--- src/rtl/hazard_stall_if.sv ---
`default_nettype none
// +--------------------------------------------------------------------------+
// | Module   : hazard_stall_if                                               |
// | Purpose  : Bundles the hazard-controller signals: decode operand         |
// |            fields, EX load info, MEM branch and dmem busy status (into   |
// |            the controller), plus the pipeline enables, flushes and perf  |
// |            counters (out of the controller).                             |
// | Modports : slave  - hazard_stall_ctrl side                               |
// |            master - pipeline / environment side                          |
// | Revision : 1.0  initial release                                          |
// +--------------------------------------------------------------------------+
interface hazard_stall_if #(
  parameter int CNT_W = 16
);
  logic [4:0]       id_rs1;
  logic [4:0]       id_rs2;
  logic             id_use_rs1;
  logic             id_use_rs2;
  logic             ex_mem_read;
  logic [4:0]       ex_rd;
  logic             mem_branch_taken;
  logic             dmem_busy;
  logic             pc_write;
  logic             ifid_write;
  logic             idex_bubble;
  logic             ifid_flush;
  logic             idex_flush;
  logic             exmem_flush;
  logic             pipe_hold;
  logic [CNT_W-1:0] stall_count;
  logic [CNT_W-1:0] flush_count;

  modport slave (
    input  id_rs1, id_rs2, id_use_rs1, id_use_rs2, ex_mem_read, ex_rd,
           mem_branch_taken, dmem_busy,
    output pc_write, ifid_write, idex_bubble, ifid_flush, idex_flush,
           exmem_flush, pipe_hold, stall_count, flush_count
  );

  modport master (
    output id_rs1, id_rs2, id_use_rs1, id_use_rs2, ex_mem_read, ex_rd,
           mem_branch_taken, dmem_busy,
    input  pc_write, ifid_write, idex_bubble, ifid_flush, idex_flush,
           exmem_flush, pipe_hold, stall_count, flush_count
  );
endinterface
`default_nettype wire

--- src/rtl/hazard_stall_ctrl.sv ---
`default_nettype none
// +--------------------------------------------------------------------------+
// | Module   : hazard_stall_ctrl                                             |
// | Purpose  : Hazard controller for the 5-stage RV64 pipeline. Inserts      |
// |            load-use bubbles (LOAD_USE_BUBBLES per hazard), flushes       |
// |            IF/ID, ID/EX and EX/MEM on a taken branch resolved in MEM and |
// |            freezes the pipe while data memory is busy. All responses are |
// |            Mealy: same-cycle from state plus current inputs.             |
// | Ports    : clk   - core clock, rising edge                               |
// |            reset - synchronous, active-high                              |
// |            bus   - hazard_stall_if.slave (hazard inputs, enables,        |
// |                    flushes, stall_count / flush_count)                   |
// | Options  : HAZARD_PERF_CNT_EN - when defined, saturating stall and flush |
// |            counters are built; otherwise both counts read as zero.       |
// | Revision : 1.0  initial release                                          |
// +--------------------------------------------------------------------------+
module hazard_stall_ctrl #(
  parameter int LOAD_USE_BUBBLES = 1,
  parameter int CNT_W            = 16
) (
  input  wire logic     clk,
  input  wire logic     reset,
  hazard_stall_if.slave bus
);

  typedef enum logic [0:0] {
    RUN   = 1'b0,
    STALL = 1'b1
  } state_e;

  // Bubbles still owed after the one issued in the hazard-detect cycle.
  localparam logic [3:0] BUB_RELOAD = 4'(LOAD_USE_BUBBLES - 1);

  state_e     state_q, state_d;
  logic [3:0] bub_cnt_q, bub_cnt_d;
  logic       load_use_hit;

  // x0 is never a real dependency, so ex_rd == 0 cannot hazard.
  assign load_use_hit = bus.ex_mem_read && (bus.ex_rd != 5'd0) &&
                        ((bus.id_use_rs1 && (bus.id_rs1 == bus.ex_rd)) ||
                         (bus.id_use_rs2 && (bus.id_rs2 == bus.ex_rd)));

  always_ff @(posedge clk) begin
    if (reset) begin
      state_q   <= RUN;
      bub_cnt_q <= 4'd0;
    end else begin
      state_q   <= state_d;
      bub_cnt_q <= bub_cnt_d;
    end
  end

  always_comb begin
    state_d          = state_q;
    bub_cnt_d        = bub_cnt_q;
    bus.pc_write     = 1'b1;
    bus.ifid_write   = 1'b1;
    bus.idex_bubble  = 1'b0;
    bus.ifid_flush   = 1'b0;
    bus.idex_flush   = 1'b0;
    bus.exmem_flush  = 1'b0;
    bus.pipe_hold    = 1'b0;

    if (reset || bus.dmem_busy) begin
      // Freeze: nothing moves, state holds. Branch/hit are picked up once
      // busy drops since their sources are held upstream.
      bus.pc_write   = 1'b0;
      bus.ifid_write = 1'b0;
      bus.pipe_hold  = 1'b1;
    end else if (bus.mem_branch_taken) begin
      // The hazarding ID instruction is flushed, so any stall is moot.
      bus.ifid_flush  = 1'b1;
      bus.idex_flush  = 1'b1;
      bus.exmem_flush = 1'b1;
      state_d         = RUN;
      bub_cnt_d       = 4'd0;
    end else if (state_q == STALL) begin
      bus.pc_write    = 1'b0;
      bus.ifid_write  = 1'b0;
      bus.idex_bubble = 1'b1;
      bub_cnt_d       = bub_cnt_q - 4'd1;
      if (bub_cnt_q == 4'd1) begin
        state_d = RUN;
      end
    end else if (load_use_hit) begin
      bus.pc_write    = 1'b0;
      bus.ifid_write  = 1'b0;
      bus.idex_bubble = 1'b1;
      if (LOAD_USE_BUBBLES > 1) begin
        state_d   = STALL;
        bub_cnt_d = BUB_RELOAD;
      end
    end
  end

`ifdef HAZARD_PERF_CNT_EN
  logic [CNT_W-1:0] stall_count_q, stall_count_d;
  logic [CNT_W-1:0] flush_count_q, flush_count_d;

  // Count off the outputs themselves so a counter only moves when its
  // event is actually driven; saturate at all-ones.
  always_comb begin
    stall_count_d = stall_count_q;
    flush_count_d = flush_count_q;
    if (bus.idex_bubble && (stall_count_q != {CNT_W{1'b1}})) begin
      stall_count_d = stall_count_q + 1'b1;
    end
    if (bus.ifid_flush && (flush_count_q != {CNT_W{1'b1}})) begin
      flush_count_d = flush_count_q + 1'b1;
    end
  end

  always_ff @(posedge clk) begin
    if (reset) begin
      stall_count_q <= {CNT_W{1'b0}};
      flush_count_q <= {CNT_W{1'b0}};
    end else begin
      stall_count_q <= stall_count_d;
      flush_count_q <= flush_count_d;
    end
  end

  assign bus.stall_count = stall_count_q;
  assign bus.flush_count = flush_count_q;
`else
  assign bus.stall_count = {CNT_W{1'b0}};
  assign bus.flush_count = {CNT_W{1'b0}};
`endif

endmodule
`default_nettype wire

--- src/flat_wrapper.sv ---
// flat-port wrapper written by rule: the top's interface ports become plain ports
module hazard_stall_ctrl_flat 
#(
  parameter int LOAD_USE_BUBBLES = 1,
  parameter int CNT_W            = 16
)
  (clk, reset, bus_id_rs1, bus_id_rs2, bus_id_use_rs1, bus_id_use_rs2, bus_ex_mem_read, bus_ex_rd, bus_mem_branch_taken, bus_dmem_busy, bus_pc_write, bus_ifid_write, bus_idex_bubble, bus_ifid_flush, bus_idex_flush, bus_exmem_flush, bus_pipe_hold, bus_stall_count, bus_flush_count);
  hazard_stall_if #(.CNT_W(CNT_W)) bus_i ();
  input  wire logic clk;
  input  wire logic reset;
  input wire logic [$bits(bus_i.id_rs1)-1:0] bus_id_rs1;
  input wire logic [$bits(bus_i.id_rs2)-1:0] bus_id_rs2;
  input wire logic [$bits(bus_i.id_use_rs1)-1:0] bus_id_use_rs1;
  input wire logic [$bits(bus_i.id_use_rs2)-1:0] bus_id_use_rs2;
  input wire logic [$bits(bus_i.ex_mem_read)-1:0] bus_ex_mem_read;
  input wire logic [$bits(bus_i.ex_rd)-1:0] bus_ex_rd;
  input wire logic [$bits(bus_i.mem_branch_taken)-1:0] bus_mem_branch_taken;
  input wire logic [$bits(bus_i.dmem_busy)-1:0] bus_dmem_busy;
  output wire logic [$bits(bus_i.pc_write)-1:0] bus_pc_write;
  output wire logic [$bits(bus_i.ifid_write)-1:0] bus_ifid_write;
  output wire logic [$bits(bus_i.idex_bubble)-1:0] bus_idex_bubble;
  output wire logic [$bits(bus_i.ifid_flush)-1:0] bus_ifid_flush;
  output wire logic [$bits(bus_i.idex_flush)-1:0] bus_idex_flush;
  output wire logic [$bits(bus_i.exmem_flush)-1:0] bus_exmem_flush;
  output wire logic [$bits(bus_i.pipe_hold)-1:0] bus_pipe_hold;
  output wire logic [$bits(bus_i.stall_count)-1:0] bus_stall_count;
  output wire logic [$bits(bus_i.flush_count)-1:0] bus_flush_count;
  assign bus_i.id_rs1 = bus_id_rs1;
  assign bus_i.id_rs2 = bus_id_rs2;
  assign bus_i.id_use_rs1 = bus_id_use_rs1;
  assign bus_i.id_use_rs2 = bus_id_use_rs2;
  assign bus_i.ex_mem_read = bus_ex_mem_read;
  assign bus_i.ex_rd = bus_ex_rd;
  assign bus_i.mem_branch_taken = bus_mem_branch_taken;
  assign bus_i.dmem_busy = bus_dmem_busy;
  assign bus_pc_write = bus_i.pc_write;
  assign bus_ifid_write = bus_i.ifid_write;
  assign bus_idex_bubble = bus_i.idex_bubble;
  assign bus_ifid_flush = bus_i.ifid_flush;
  assign bus_idex_flush = bus_i.idex_flush;
  assign bus_exmem_flush = bus_i.exmem_flush;
  assign bus_pipe_hold = bus_i.pipe_hold;
  assign bus_stall_count = bus_i.stall_count;
  assign bus_flush_count = bus_i.flush_count;
  hazard_stall_ctrl #(.LOAD_USE_BUBBLES(LOAD_USE_BUBBLES), .CNT_W(CNT_W)) u_core (.clk(clk), .reset(reset), .bus(bus_i));
endmodule
--- config.mk ---
export PLATFORM = sky130hd
export DESIGN_NAME = hazard_stall_ctrl_flat
export DESIGN_NICKNAME = d
export VERILOG_FILES = /design/src/rtl/hazard_stall_if.sv /design/src/rtl/hazard_stall_ctrl.sv /design/src/flat_wrapper.sv
export SDC_FILE = /design/constraint.sdc
export NUM_CORES = 1
export LEC_CHECK = 0
export ABC_AREA = 1
export BUFFER_PORTS_ARGS = -buffer_cell sky130_fd_sc_hd__buf_2
export CAP_MARGIN = 10
export CORE_MARGIN = 5
export CORE_UTILIZATION = 42
export DETAILED_ROUTE_END_ITERATION = 8
export GPL_TIMING_DRIVEN = 0
export PLACE_DENSITY = 0.87
export SYNTH_ARGS = -nofsm -noshare
export SYNTH_HDL_FRONTEND = slang
export SYNTH_SLANG_ARGS = --single-unit
--- constraint.sdc ---
create_clock -name clk -period 2.5 [get_ports clk]
set_input_delay 0.125 -clock clk [delete_from_list [all_inputs] [get_ports clk]]
set_output_delay 0.125 -clock clk [all_outputs]
set_load 0.01 [all_outputs]
==> summary.md <==
| Metric | Value |
|---|---|
| Status | finished clean |
| Sink Count | 5 |
| Cts bufs inserted | 3 |
| Max rail drop VDD | 0.2140 mV |
| Util after Layout | 0.6277 |
| # Max-Cap Violations | 0 |
| Pin count of the biggest net entering global routing | 6 |
| Post_cts resized | 0 |
| Number of diodes | 0 |
| YS warnings | 0 |
| Fill count | 192 |
| Worst hold path class | input port to flip-flop |
| Area Growth Syn to Fin | 39.59% |
| DIE AREA | 2858 sq um |
| Sequential fraction of the synthesis area | 0.1262 |
| Hold WS | 109.1 ps |
| Clk root buf | clkbuf_4 |
| H-tree depth | 1 |
| I/O Buffers | 28 |
| Max layer used | met4 |
| Setup bufs post-CTS | 0 |
| Die X | 53.46 um |
| Area share of the largest cell type after synthesis | 0.3312 |
| Final hold violations | 0 |
| Clk Latency, worst-skew pair | 250 ps |
| Kind of critical path | input port to output port |
| Area of the multi-input gates | 460.4 sq um |
| Flop2flop setup slack | 1450 ps |
| Post-Synthesis Cell Area | 793.3 sq um |
| Post-route minimum period | 1278 ps |
| Metal-1 WL | 686 um |
| Crit path max fanout | 4 |
| Pwr Density | 289.0 nW/um^2 |
| Req. time, crit path | 2380 ps |
| Clk slew on worst S/H paths | 40 ps |
| Sw Pwr | 0.1103 mW |
| Switching Share | 0.3445 |
| Drt via density | 3.671 |
| First-pass DRT Iterations | 4 |
| Sequential share of power | 0.264 |
| Final slew viol count | 0 |
| Cts hold-fix bufs | 0 |
| Final nets | 222 |
| Synth async-reset ratio | 0 |
| LEAKAGE | 0.7349 nW |
| Setup TNS | 0 ps |
| Avg Inst Size Synth | 5.920 sq um |
| Startpoint Class | input port |
| Die Y | 53.46 um |
| Per-cell routed wire length | 7.437 um |
| Met3 WL | 169 um |
| First-pass GRT wire length | 2587 um |
| Final worst path period share | 0.5112 |
| Worst EP arrival | 1150 ps |
| Synth unique cells | 20 |
| Dpl cells | 218 |
| Gp weighted congestion | 0.8403 |
| Area leader, netlist | buf_4 |
| Synthesized flop and latch total | 5 |
| Layout Skew | 7.392 ps |
| Setup violations, final | 0 |
| Internal power | 0.2097 mW |
| Post-synth top flop | dfxtp_1 |
| Post-synth EDFFs | 0 |
| Gr usage total | 0.1254 |
| Placed Instance Area | 1081 sq um |
| Post-DP HPWL | 1513 um |
| Mapped Cells | 134 |
| FMAX | 782.4 MHz |
| Top cells by count, synth | buf_4 (35), nand2_1 (31), inv_1 (15) |
| RSZ-0062 raised after global routing | false |
| Remaining DRCs | 0 |
| Fin cells | 222 |
| Core box area | 1764 sq um |
| Share of total power in the clock network | 0.303 |
| Initial antenna violation count | 0 |
| CTS tree | built |
| WL final | 1651 um |
| Max Buffers Root-to-Sink | 2 |
| IO Count | 61 |
| Share of layout cells above drive strength 1 | 0.4213 |
| Met2 routed WL | 767 um |
| Initial Util | 0.4496 |
| Final Cell Area | 1107 sq um |
| Top post-synthesis cells by area | buf_4 (33%), nand2_1 (15%), dfxtp_1 (13%) |
| Count leader, synth | buf_4 |
| Comb power frac | 0.433 |
| Row count | 15 |
| Sequential cell area | 100.1 sq um |
| Total global routing overflow | 0 |
| First DRT Iteration DRCs | 9 |
| Critical Path End Type | output port |
| Number of global-route vias before repair | 711 |
| Total number of vias | 815 |
| Final ANT Viol Nets | 0 |
-- final timing paths --
kind / from / depth (start not counted) / to
max: bus_ex_rd[1] / 10 / bus_pc_write
min: reset / 2 / u_core.bub_cnt_q[1]
max reg2reg: u_core.bub_cnt_q[0] / 5 / u_core.bub_cnt_q[1]
min reg2reg: u_core.bub_cnt_q[1] / 2 / u_core.bub_cnt_q[1]
-- worst max-delay path, stage by stage --
cell and delay (ps):
buf_2 120, nor2_1 120, nand3_1 70, o21ai_1 110, inv_1 40, nand2_1 80, nand2_2 60, a21oi_1 170
buf_4 130, buf_2 110
-- power groups by stage --
stage,clock [mW],combinational [mW],sequential [mW]
6_report,0.0971,0.138,0.0845
5_1_grt,0.111,0.157,0.0846
4_1_cts,0.104,0.136,0.0845
3_5_place_dp,0,0.136,0.0860
3_3_place_gp,0,0.135,0.0858
2_1_floorplan,0,0.103,0.0854
-- per-stage QoR --
step | setup WS (ps) | total power, mW
detailed placement | 1215 | 0.2219
finish | 1222 | 0.3200
CTS | 1202 | 0.3251
global route | 1067 | 0.3518
floorplan | 1414 | 0.1887
global placement | 1244 | 0.2203
-- cell type report --
cell class,count,share of cell area
well taps,25,0.02825
flip-flops and latches,5,0.09040
plain buffers,35,0.2373
repair buffers,28,0.1266
inverters,23,0.07797
clock buffers,4,0.02373
multi-input cells,102,0.4158
-- state kept, by name, indices dropped and copies added (netlist names) --
name	cells
u_core.bub_cnt_q	4
u_core.state_q	1
-- cells by family after synthesis --
| kind of cell | Yosys count | synth area share |
|---|---|---|
| AO/OA/AOI/OAI | 9 | 0.06782 |
| XOR/XNOR | 1 | 0.01104 |
| adder cells (fa/ha/maj) | 2 | 0.03154 |
| buffers and inverters | 58 | 0.4401 |
| flip-flops | 5 | 0.1262 |
| other | 1 | 0.004727 |
| AND/OR/NAND/NOR | 58 | 0.3186 |
-- metal layers --
layer	vias to the layer above	global-route usage
li1	459	-
met1	312	0.1333
met2	42	0.2122
met3	2	0.04789
met4	0	0.06383
met5	-	0
-- placed cells by master (no fill, tap or decap) --
cell / synthesis / final
buf_4: 35 / 35
conb_1: 1 / 32
nand2_1: 31 / 31
buf_2: 0 / 28
inv_1: 15 / 15
nor2_1: 13 / 13
inv_2: 8 / 8
dfxtp_1: 5 / 5
nand3_1: 4 / 4
nand2_2: 4 / 4
nor2_2: 3 / 3
o21ai_1: 3 / 3
a21oi_1: 3 / 3
clkbuf_4: 0 / 3
ha_1: 2 / 2
o21ai_2: 1 / 1
nor3_1: 1 / 1
xor2_1: 1 / 1
a31oi_1: 1 / 1
nand4_1: 1 / 1
nor3b_2: 1 / 1
a311oi_1: 1 / 1
clkbuf_1: 0 / 1
(Power assumes the default switching activity.)
